File: src/rtl/jtag_tap_slave.sv
// IEEE 1149.1 TAP slave running entirely on the system clock, with TCK/TMS/TDI oversampled.
// Define JTAG_TAP_IDCODE_EN to add the 32-bit IDCODE register and make IDCODE the reset instruction.
module jtag_tap_slave #(
    parameter int                IR_LEN  = 4,
    parameter int                DR_LEN  = 32,
    parameter logic [31:0]       IDCODE  = 32'h1BA0_0477,
    parameter logic [IR_LEN-1:0] USER_IR = IR_LEN'(4'h8)
) (
    input  logic              CLK,
    input  logic              RESETn,
    input  logic              TCK,
    input  logic              TMS,
    input  logic              TDI,
    output logic              TDO,
    output logic              TDO_OE,
    input  logic [DR_LEN-1:0] DR_CAPTURE,
    output logic [DR_LEN-1:0] DR_UPDATE,
    output logic              CAPTURE_STB,
    output logic              UPDATE_STB,
    output logic [3:0]        STATE
);

    typedef enum logic [3:0] {
        TLR    = 4'hF, RTI    = 4'hC, SEL_DR = 4'h7, CAP_DR = 4'h6,
        SH_DR  = 4'h2, EX1_DR = 4'h1, PAU_DR = 4'h3, EX2_DR = 4'h0,
        UPD_DR = 4'h5, SEL_IR = 4'h4, CAP_IR = 4'hE, SH_IR  = 4'hA,
        EX1_IR = 4'h9, PAU_IR = 4'hB, EX2_IR = 4'h8, UPD_IR = 4'hD
    } tap_state_e;

    typedef enum logic [1:0] {SEL_BYPASS, SEL_USER, SEL_IDCODE} dr_sel_e;

`ifdef JTAG_TAP_IDCODE_EN
    localparam logic [IR_LEN-1:0] IDCODE_OP = IR_LEN'(1);
    localparam logic [IR_LEN-1:0] RESET_IR  = IDCODE_OP;
`else
    localparam logic [IR_LEN-1:0] RESET_IR  = '1;
`endif

    if (IR_LEN < 2 || DR_LEN < 2 || IDCODE[0] != 1'b1) begin : g_param_check
        $error("jtag_tap_slave: IR_LEN/DR_LEN must be >= 2 and IDCODE[0] must be 1");
    end

    logic tck_s1, tck_s2, tck_s3;
    logic tms_s1, tms_s2;
    logic tdi_s1, tdi_s2;
    logic tck_rise, tck_fall;

    tap_state_e state_q, state_d;
    dr_sel_e    dr_sel;

    logic [IR_LEN-1:0] ir_q;
    logic [IR_LEN-1:0] ir_shift;
    logic [DR_LEN-1:0] user_shift;
    logic              bypass_reg;
`ifdef JTAG_TAP_IDCODE_EN
    logic [31:0]       idcode_shift;
`endif
    logic              tdo_bit;

    // NOTE: every register here resets synchronously and all sequential state uses non-blocking assignments.
    always_ff @(posedge CLK) begin
        if (!RESETn) begin
            {tck_s1, tck_s2, tck_s3} <= 3'b000;
            {tms_s1, tms_s2}         <= 2'b11;
            {tdi_s1, tdi_s2}         <= 2'b00;
        end else begin
            {tck_s1, tck_s2, tck_s3} <= {TCK, tck_s1, tck_s2};
            {tms_s1, tms_s2}         <= {TMS, tms_s1};
            {tdi_s1, tdi_s2}         <= {TDI, tdi_s1};
        end
    end

    assign tck_rise = tck_s2 & ~tck_s3;
    assign tck_fall = ~tck_s2 & tck_s3;

    always_ff @(posedge CLK) begin
        if (!RESETn)
            state_q <= TLR;
        else
            state_q <= state_d;
    end

    // NOTE: defaults first so no path through this block leaves state_d unassigned (no latch).
    always_comb begin
        state_d = state_q;
        if (tck_rise) begin
            case (state_q)
                TLR:     state_d = tms_s2 ? TLR    : RTI;
                RTI:     state_d = tms_s2 ? SEL_DR : RTI;
                SEL_DR:  state_d = tms_s2 ? SEL_IR : CAP_DR;
                CAP_DR:  state_d = tms_s2 ? EX1_DR : SH_DR;
                SH_DR:   state_d = tms_s2 ? EX1_DR : SH_DR;
                EX1_DR:  state_d = tms_s2 ? UPD_DR : PAU_DR;
                PAU_DR:  state_d = tms_s2 ? EX2_DR : PAU_DR;
                EX2_DR:  state_d = tms_s2 ? UPD_DR : SH_DR;
                UPD_DR:  state_d = tms_s2 ? SEL_DR : RTI;
                SEL_IR:  state_d = tms_s2 ? TLR    : CAP_IR;
                CAP_IR:  state_d = tms_s2 ? EX1_IR : SH_IR;
                SH_IR:   state_d = tms_s2 ? EX1_IR : SH_IR;
                EX1_IR:  state_d = tms_s2 ? UPD_IR : PAU_IR;
                PAU_IR:  state_d = tms_s2 ? EX2_IR : PAU_IR;
                EX2_IR:  state_d = tms_s2 ? UPD_IR : SH_IR;
                UPD_IR:  state_d = tms_s2 ? SEL_DR : RTI;
                default: state_d = TLR;
            endcase
        end
    end

    assign STATE = state_q;

    // An all-ones opcode always means BYPASS, even if USER_IR was parameterised to it.
    always_comb begin
        dr_sel = SEL_BYPASS;
        if (ir_q == USER_IR && ir_q != '1)
            dr_sel = SEL_USER;
`ifdef JTAG_TAP_IDCODE_EN
        else if (ir_q == IDCODE_OP)
            dr_sel = SEL_IDCODE;
`endif
    end

    always_comb begin
        tdo_bit = 1'b0;
        if (state_q == SH_IR) begin
            tdo_bit = ir_shift[0];
        end else begin
            case (dr_sel)
                SEL_USER:   tdo_bit = user_shift[0];
`ifdef JTAG_TAP_IDCODE_EN
                SEL_IDCODE: tdo_bit = idcode_shift[0];
`endif
                default:    tdo_bit = bypass_reg;
            endcase
        end
    end

    // Capture and shift act on the state being left at the TCK rise.
    always_ff @(posedge CLK) begin
        if (!RESETn) begin
            ir_shift     <= '0;
            user_shift   <= '0;
            bypass_reg   <= 1'b0;
`ifdef JTAG_TAP_IDCODE_EN
            idcode_shift <= '0;
`endif
        end else if (tck_rise) begin
            case (state_q)
                CAP_IR: ir_shift <= IR_LEN'(2'b01);
                SH_IR:  ir_shift <= {tdi_s2, ir_shift[IR_LEN-1:1]};
                CAP_DR: begin
                    case (dr_sel)
                        SEL_USER:   user_shift   <= DR_CAPTURE;
`ifdef JTAG_TAP_IDCODE_EN
                        SEL_IDCODE: idcode_shift <= IDCODE;
`endif
                        default:    bypass_reg   <= 1'b0;
                    endcase
                end
                SH_DR: begin
                    case (dr_sel)
                        SEL_USER:   user_shift   <= {tdi_s2, user_shift[DR_LEN-1:1]};
`ifdef JTAG_TAP_IDCODE_EN
                        SEL_IDCODE: idcode_shift <= {tdi_s2, idcode_shift[31:1]};
`endif
                        default:    bypass_reg   <= tdi_s2;
                    endcase
                end
                default: ;
            endcase
        end
    end

    always_ff @(posedge CLK) begin
        if (!RESETn) begin
            TDO         <= 1'b0;
            TDO_OE      <= 1'b0;
            DR_UPDATE   <= '0;
            CAPTURE_STB <= 1'b0;
            UPDATE_STB  <= 1'b0;
            ir_q        <= RESET_IR;
        end else begin
            CAPTURE_STB <= tck_rise && (state_d == CAP_DR) && (dr_sel == SEL_USER);
            UPDATE_STB  <= 1'b0;
            if (tck_fall) begin
                if (state_q == SH_IR || state_q == SH_DR) begin
                    TDO    <= tdo_bit;
                    TDO_OE <= 1'b1;
                end else begin
                    TDO    <= 1'b0;
                    TDO_OE <= 1'b0;
                end
                if (state_q == UPD_IR)
                    ir_q <= ir_shift;
                if (state_q == UPD_DR && dr_sel == SEL_USER) begin
                    DR_UPDATE  <= user_shift;
                    UPDATE_STB <= 1'b1;
                end
            end
            // Test-Logic-Reset holds the reset instruction regardless of TCK activity.
            if (state_q == TLR)
                ir_q <= RESET_IR;
        end
    end

endmodule

File: config.mk
export PLATFORM = sky130hd
export DESIGN_NAME = jtag_tap_slave
export DESIGN_NICKNAME = d
export VERILOG_FILES = /design/src/rtl/jtag_tap_slave.sv
export SDC_FILE = /design/constraint.sdc
export NUM_CORES = 1
export LEC_CHECK = 0
export CORE_ASPECT_RATIO = 1.75
export CORE_MARGIN = 2
export CORE_UTILIZATION = 54
export DETAILED_ROUTE_END_ITERATION = 16
export HOLD_SLACK_MARGIN = 0.02
export PLACE_DENSITY_LB_ADDON = 0.25
export SYNTH_ARGS = -nofsm -noshare
export SYNTH_HDL_FRONTEND = slang
export SYNTH_SLANG_ARGS = --single-unit
File: constraint.sdc
create_clock -name CLK -period 5.05 [get_ports CLK]
set_clock_uncertainty 0.15 [all_clocks]
set_input_delay 0.7575 -clock CLK [delete_from_list [all_inputs] [get_ports CLK]]
set_output_delay 0.7575 -clock CLK [all_outputs]
set_load 0.1 [all_outputs]
==> impl_metrics.yaml, run 1 <==
setup_path:
  cp_cell_sequence: "clkdlybuf4s50_1"
  worst-path-buf-inv: 1
  crit_family: "buffers and inverters"
  worstPathMaxFanout: 47
  cp-start-kind: "flop"
  worstPathRequired_ns: 4.14
  cp-end-kind: "output pin"
  slowest_delay_ns: 1.28
  criticalPathCategory: "flop to output pin"
  critPathSlowestCell: "clkdlybuf4s50_1"
  cp.arrival_ns: 2.51
place:
  gp_congestion: 0.8436
  io_buffers: 76
  hpwl_um: 5353
  dp_slack_ns: 1.947
yosys:
  synth_edf_count: 0
  synth_compound_area_share_pct: 20.76
  synth_warnings: 0
  synth_xor_area_share_pct: 0
  synth_top_family_by_area: "compound AO/OA/AOI/OAI gates"
  netlist.area_leader.share_pct: 48.24
  ys_seq_area_share_pct: 48.24
  synth_fp_nets: 398
  yosys.area_share.simple_pct: 14.97
  muxShareOfSynthArea_pct: 10.72
  synth-seq-cells: 88
  synthArstFlopShare_pct: 0
  yosysTopAreaCell: "dfxtp_1"
  syn_inst: 361
  synth_fa_ha_area_share_pct: 0
  synthDistinctLibCells: 41
  synth_area_per_cell_um2: 10.12
  syn-cell-area_um2: 3652
  synthFlopType: "dfxtp_1"
  yosys-top-cells-area: "dfxtp_1 (48%), mux2i_1 (10%), a211oi_2 (9.6%), nor2_1 (7.3%), a22oi_1 (7.0%)"
floorplan:
  core_um2: 6539
  die_y_um: 112.8
  core.rowCount: 39
  initial_core_util_pct: 55.86
  design.die.area_um2: 7463
  chipWidth_um: 66.17
  io_pins: 77
layout:
  reg_top3: "DR_UPDATE: 32 flops, user_shift: 32 flops"
  layout_common_cells: "dfxtp_1 (87), clkdlybuf4s50_1 (76), nor2_1 (71), mux2i_1 (38), a22oi_1 (34)"
  diodes: 0
  nFillCells: 496
  syn_to_final_growth_pct: 28.95
  final_common_cell: "dfxtp_1"
  drive_gt1_share_pct: 12.15
  nets: 460
clock_tree:
  clkLatencyLatePin_ns: 0.34
  clk_path_buf_depth: 2
  holdBufCountCts: 0
  h-tree-depth: 3
  cts_resized: 0
  clk_pin_slew_ns: 0.06
  post_cts.repair.setup_buffers: 0
  root_buffer: "clkbuf_16"
  cts_buffers: 9
  cts.sinks: 88
  cts_tree: "built"
timing:
  fin_tns_setup_ns: 0
  fin_crit_sh_pct: 67.66
  slew_headroom_pct: 23.47
  rsz0062_at_grt: "no"
  finalWorstSetupSlack_ns: 1.633
  setup_viol: 0
  fmax_mhz: 292.7
  worst_pin_slew_ns: 1.145
  post-route-min-period_ns: 3.417
  drv_slew: 0
  hold_viol: 0
grt:
  grt_antenna_before_repair: 0
  grt_max_degree: 53
  first_global_vias: 2895
  grt_pass1_wl_um: 13630
  gr-usage-all-layers_pct: 23.56
  grt-ovfl-total: 0
flow_run:
  max-cap-violations: 0
worst_hold_path:
  holdCritPathClass: "flop to flop"
status:
  status: "finished clean"
drt:
  first_pass_iters: 4
  wl_um: 8386
  vias: 2954
  viasPerCell: 5.792
  postRouteAntennaNets: 0
  drc_errors: 0
  drtIter0Drc: 400
  wl_per_cell_um: 16.44
power:
  vdd_drop_max_v: 0.0002525
  leakagePower_nw: 1.603
  power_density_nw_per_um2: 316.9
metrics by stage:
| stage | cells | instance area (µm²) | power [W] | util [%] | hold slack, ns |
|---|---|---|---|---|---|
| finish | 510 | 4710 | 0.001492 | 72.02 | 0.2658 |
| global route | 510 | 4710 | 0.001537 | 72.02 | 0.2753 |
| CTS | 510 | 4710 | 0.001499 | 72.02 | 0.2744 |
| detailed placement | 494 | 4394 | 0.0008061 | 67.20 | 0.2609 |
| global placement | 494 | 4394 | 0.0008055 | 67.20 | 0.2518 |
| floorplan | 361 | 3652 | 0.0007663 | - | 0.2363 |
layout make-up:
| class | instances | area, µm² | area share, % |
|---|---|---|---|
| timing repair buffer | 81 | 798.3 | 16.95 |
| inverter | 5 | 18.77 | 0.3985 |
| clock inverter | 3 | 65.06 | 1.382 |
| clock buffer | 13 | 250.2 | 5.313 |
| multi-input combinational | 238 | 1712 | 36.34 |
| sequential | 88 | 1763 | 37.43 |
| tap | 82 | 102.6 | 2.179 |
routing by layer:
| metal | wire length [µm] | up-vias | global-route usage (%) |
|---|---|---|---|
| met5 | 0 | - | 0 |
| met4 | 217 | 0 | 11.43 |
| met3 | 390 | 17 | 4.374 |
| met2 | 4551 | 98 | 40.60 |
| met1 | 3226 | 1417 | 27.30 |
| li1 | - | 1422 | - |
report_power, final:
group / switching (W) / leakage, nW / total (W) / internal [W]
logic: 0.0000412 / 0.739 / 0.0000841 / 0.0000430
registers: 0.0000103 / 0.710 / 0.000708 / 0.000698
clock network: 0.000254 / 0.154 / 0.000700 / 0.000446
cells by family (layout without fill, tap and decap cells):
group | count (synthesis) | count (layout)
flip-flops | 88 | 88
AND/OR/NAND/NOR | 114 | 114
buffers and inverters | 35 | 102
AO/OA/AOI/OAI | 85 | 85
multiplexers | 39 | 39
synth_stat cells (3+ instances only):
cell and number:
dfxtp_1 88, nor2_1 71, mux2i_1 38, a22oi_1 34, a211oi_2 28, clkbuf_1 17
nand2_1 9, and2_1 8, buf_6 6, a21oi_1 5, o21ai_0 5, a211oi_1 4
buf_4 4, inv_1 4, nand2b_1 4, nand3_1 3
path summary, 6_finish.rpt:
path                            slack, ns  startpoint              to  depth (start not counted)
worst max-delay path                 1.63    STATE[2]        STATE[2]                          1
worst min-delay path                 0.27      tms_s1          tms_s2                          1
worst max register to register       2.00    STATE[1]  user_shift[14]                          5
worst min register to register       0.27      tms_s1          tms_s2                          1
No activity file was read; power rests on OpenSTA's default activity.
==> inputs of run 2 (changes only) <==
CORE_UTILIZATION = 51   (was 54)
clock period = 3.22 ns   (was 5.05 ns; I/O delays follow)
==> run 2 against run 1 <==
- worst setup slack got worse by 0.76 ns
- critical path type is now flop to flop
- core utilization decreased by 5.4 points
- via count decreased by 1.9%
- routed wire length fell by 2.9%
- sequential share of layout area increased by 0.90 points
- worst hold slack gained 0.011 ns
- final cell count is 0.20% higher
- sequential cell count stayed put
- largest cell class unchanged
- clock power up 38%
==> impl_metrics.yaml, run 2 (same netlist as run 1, synthesis figures left out) <==
grt:
  gr-usage-all-layers_pct: 21.80
  grt-ovfl-total: 0
  busiest_layer: "met2"
  grt_use_met2_pct: 36.89
  first_global_vias: 2786
  grt.met3_usage_pct: 4.369
  grt_max_degree: 65
  grt_pass1_wl_um: 13010
  met1_usage_pct: 25.34
  grt_antenna_before_repair: 0
place:
  dpl_cell_area_um2: 4329
  io_buffers: 76
  hpwl_um: 5301
  gp_congestion: 0.7951
  dp_cells: 497
clock_tree:
  cts.sinks: 88
  cts_resized: 0
  clkLatencyLatePin_ns: 0.33
  post_cts.repair.setup_buffers: 0
  cts_buffers: 9
  cts_tree: "built"
  holdBufCountCts: 0
  h-tree-depth: 3
  clk_pin_slew_ns: 0.06
  clk_path_buf_depth: 2
  root_buffer: "clkbuf_16"
floorplan:
  die_y_um: 115.9
  core.rowCount: 40
  chipWidth_um: 67.97
  io_pins: 77
  design.die.area_um2: 7881
  core_um2: 6907
  initial_core_util_pct: 52.88
worst_hold_path:
  holdCritPathClass: "flop to flop"
power:
  p_int_w: 0.001757
  power_density_nw_per_um2: 480.9
  leakagePower_nw: 1.664
  pwr-share-seq_pct: 49.9
  pwr-share-comb_pct: 6.3
  vdd_drop_max_v: 0.0003261
  power.switching_w: 0.0004550
  netSwitchingFraction_pct: 20.57
  clkPwrFrac_pct: 43.8
layout:
  final_common_cell: "dfxtp_1"
  reg_top3: "DR_UPDATE: 32 flops, user_shift: 32 flops"
  nets: 461
  instances_no_fill: 511
  diodes: 0
  drive_gt1_share_pct: 21.08
  final_area_um2: 4599
  fin_util_pct: 66.59
  layout_common_cells: "dfxtp_1 (87), nor2_1 (71), buf_4 (44), mux2i_1 (38), clkdlybuf4s50_1 (36)"
  syn_to_final_growth_pct: 25.93
setup_path:
  cp-start-kind: "flop"
  criticalPathCategory: "flop to flop"
  worstPathMaxFanout: 64
  worstPathRequired_ns: 3.32
  cp.arrival_ns: 2.44
  cp-end-kind: "flop"
timing:
  hold_slack_ns: 0.2771
  slew_headroom_pct: 48.59
  fmax_mhz: 426.7
  hold_viol: 0
  post-route-min-period_ns: 2.343
  rsz0062_at_grt: "no"
  setup_viol: 0
  fin_tns_setup_ns: 0
  fin_crit_sh_pct: 72.77
  worst_pin_slew_ns: 0.7653
  drv_slew: 0
drt:
  viasPerCell: 5.671
  first_pass_iters: 4
  drc_errors: 0
  wl_um: 8145
  postRouteAntennaNets: 0
  vias: 2898
  wl_per_cell_um: 15.94
  drtIter0Drc: 173
flow_run:
  max-cap-violations: 0
status:
  status: "finished clean"
## run 2: cell count changes in the layout (fill, tap and decap cells not counted), sizes merged
cell,delta
clkinv,-1
clkdlybuf4s50,-40
bufinv,-1
buf,+41
## run 2: worst paths after layout
path                                from  cells past startpoint  slack [ns]        endpoint
worst max-delay path            STATE[1]                      5        0.88  user_shift[31]
worst min-delay path              tms_s1                      1        0.28          tms_s2
worst max register to register  STATE[1]                      5        0.88  user_shift[31]
worst min register to register    tms_s1                      1        0.28          tms_s2
## run 2: final cells by class
cell class | count | area [µm²]
well taps | 84 | 105.1
fillers | 545 | 2307
flip-flops and latches | 88 | 1763
multi-input cells | 238 | 1712
clock buffers | 13 | 240.2
inverters | 5 | 18.77
clock inverters | 1 | 30.03
repair buffers | 82 | 730.7
## run 2: power by group through the flow
| stage | Combinational, W | Clock (W) | Sequential, W |
|---|---|---|---|
| global placement | 0.000140 | 0 | 0.00113 |
| floorplan | 0.0000672 | 0 | 0.00113 |
| global route | 0.000150 | 0.00103 | 0.00110 |
| finish | 0.000140 | 0.000968 | 0.00110 |
| detailed placement | 0.000140 | 0 | 0.00113 |
| CTS | 0.000141 | 0.000990 | 0.00110 |
## run 2: through the flow
step,power (W),setup WS (ns)
floorplan,0.001202,0.5495
global placement,0.001266,0.8793
detailed placement,0.001267,0.8262
CTS,0.002235,0.8833
global route,0.002285,0.7596
finish,0.002212,0.8767
## run 2: worst max-delay path, stage by stage, from the launching register on
cell and delay [ns]:
dfxtp_1 0.66, nor2b_1 0.43, nor4b_4 0.33, buf_12 0.33, nor2_1 0.10, a211oi_2 0.22
## run 2: per-layer routing
metal	share of wire, %	vias to the layer above
met5	0	-
met4	1.6	0
met3	4.7	11
met2	54	83
met1	39	1388
li1	-	1416
==> inputs of run 3 (changes only) <==
clock period = 2.3 ns   (was 3.22 ns; I/O delays follow)
==> run 3 against run 2 <==
- register-to-register slack worse by 0.66 ns
- worst hold slack got worse by 0.0027 ns
- combinational power is 42% higher
- critical path type unchanged
- sequential power grew 41%
- clock power grew 52%
- via count up 1.3%
==> impl_metrics.yaml, run 3 (same netlist as run 1, synthesis figures left out) <==
status:
  status: "finished clean"
floorplan:
  design.die.area_um2: 7881
  initial_core_util_pct: 52.88
  io_pins: 77
  core.rowCount: 40
  die_y_um: 115.9
  chipWidth_um: 67.97
  core_um2: 6907
grt:
  gr-usage-all-layers_pct: 22.35
  grt_pass1_wl_um: 13340
  grt-ovfl-total: 0
  grt_antenna_before_repair: 0
  grt_max_degree: 71
  first_global_vias: 2840
timing:
  post-route-min-period_ns: 2.083
  fin_crit_sh_pct: 90.55
  fmax_mhz: 480.2
  rsz0062_at_grt: "no"
  setup_viol: 0
  slew_headroom_pct: 73.11
  worst_pin_slew_ns: 0.4026
  drv_slew: 0
  hold_viol: 0
  hold_slack_ns: 0.2744
  fin_tns_setup_ns: 0
layout:
  drive_gt1_share_pct: 24.71
  nFillCells: 567
  reg_top3: "DR_UPDATE: 32 flops, user_shift: 32 flops"
  layout_common_cells: "dfxtp_1 (84), nor2_1 (71), buf_4 (50), mux2i_1 (38), clkdlybuf4s50_1 (36)"
  syn_to_final_growth_pct: 29.29
  final_common_cell: "dfxtp_1"
  fin_util_pct: 68.37
  diodes: 0
  final_area_um2: 4722
  instances_no_fill: 521
  nets: 469
place:
  hpwl_um: 5644
  dp_cells: 505
  io_buffers: 76
  gp_congestion: 0.8087
  dpl_cell_area_um2: 4408
clock_tree:
  cts_buffers: 9
  cts_tree: "built"
  holdBufCountCts: 0
  post_cts.repair.setup_buffers: 0
  clkLatencyLatePin_ns: 0.34
  cts_resized: 0
  cts.sinks: 88
  h-tree-depth: 3
  clk_pin_slew_ns: 0.06
  root_buffer: "clkbuf_16"
  clk_path_buf_depth: 2
power:
  leakagePower_nw: 1.735
  power_density_nw_per_um2: 681.1
  vdd_drop_max_v: 0.0007236
worst_hold_path:
  holdCritPathClass: "flop to flop"
  hold_path_depth: 1
drt:
  viasPerCell: 5.637
  postRouteAntennaNets: 0
  wl_per_cell_um: 15.72
  drtIter0Drc: 255
  wl_um: 8189
  drc_errors: 0
  first_pass_iters: 4
  vias: 2937
setup_path:
  cp.arrival_ns: 2.19
  worstPathMaxFanout: 42
  ff2ff_path_depth: 5
  worstPathRequired_ns: 2.41
  cp-end-kind: "flop"
  cp-start-kind: "flop"
  criticalPathCategory: "flop to flop"
flow_run:
  max-cap-violations: 0
## run 3: cell count changes in the layout (fill, tap and decap cells not counted), moves of 2 or more
cell and delta:
clkbuf_1 -4, dfxtp_1 -3, clkbuf_8 +2, buf_4 +6, dfxtp_2 +2, clkinv_2 +2
## run 3: report_power, final
group	switching (W)	total [W]	internal [W]
registers	0.0000160	0.00155	0.00153
logic	0.0000974	0.000199	0.000101
clock network	0.000574	0.00147	0.000896
## run 3: final timing paths
path / from / slack [ns] / endpoint
max: ir_q[0] / 0.22 / user_shift[7]
min: tms_s1 / 0.27 / tms_s2
max reg2reg: ir_q[0] / 0.22 / user_shift[7]
min reg2reg: tms_s1 / 0.27 / tms_s2
## run 3: layout make-up
class	instances	area (µm²)	share of cell area [%]
inverters	5	18.77	0.3975
flip-flops and latches	88	1769	37.47
multi-input cells	238	1715	36.33
clock buffers	11	252.7	5.352
clock inverters	5	53.80	1.139
repair buffers	90	807.0	17.09
well taps	84	105.1	2.226
## run 3: per-stage QoR
stage | total power [W] | setup slack (ns)
final | 0.003216 | 0.2174
after detailed placement | 0.001780 | 0.05988
after global routing | 0.003328 | 0.1138
after floorplan | 0.001682 | 0.09371
after global placement | 0.001777 | 0.1530
after CTS | 0.003241 | 0.05041
## run 3: critical path, cell delays in order, from the launching register on
cell	delay [ns]
dfxtp_1	0.31
or4b_4	0.60
nor4b_4	0.37
buf_12	0.28
nor2_1	0.08
a211oi_2	0.19
## run 3: per-layer routing
layer	wire length, µm	part of all wire (%)	track usage (%)	vias to the layer above
met5	0	0	0	-
met2	4462	54	37.67	78
met3	386	4.7	5.243	12
li1	-	-	-	1444
met1	3190	39	26.04	1403
met4	150	1.8	10.53	0
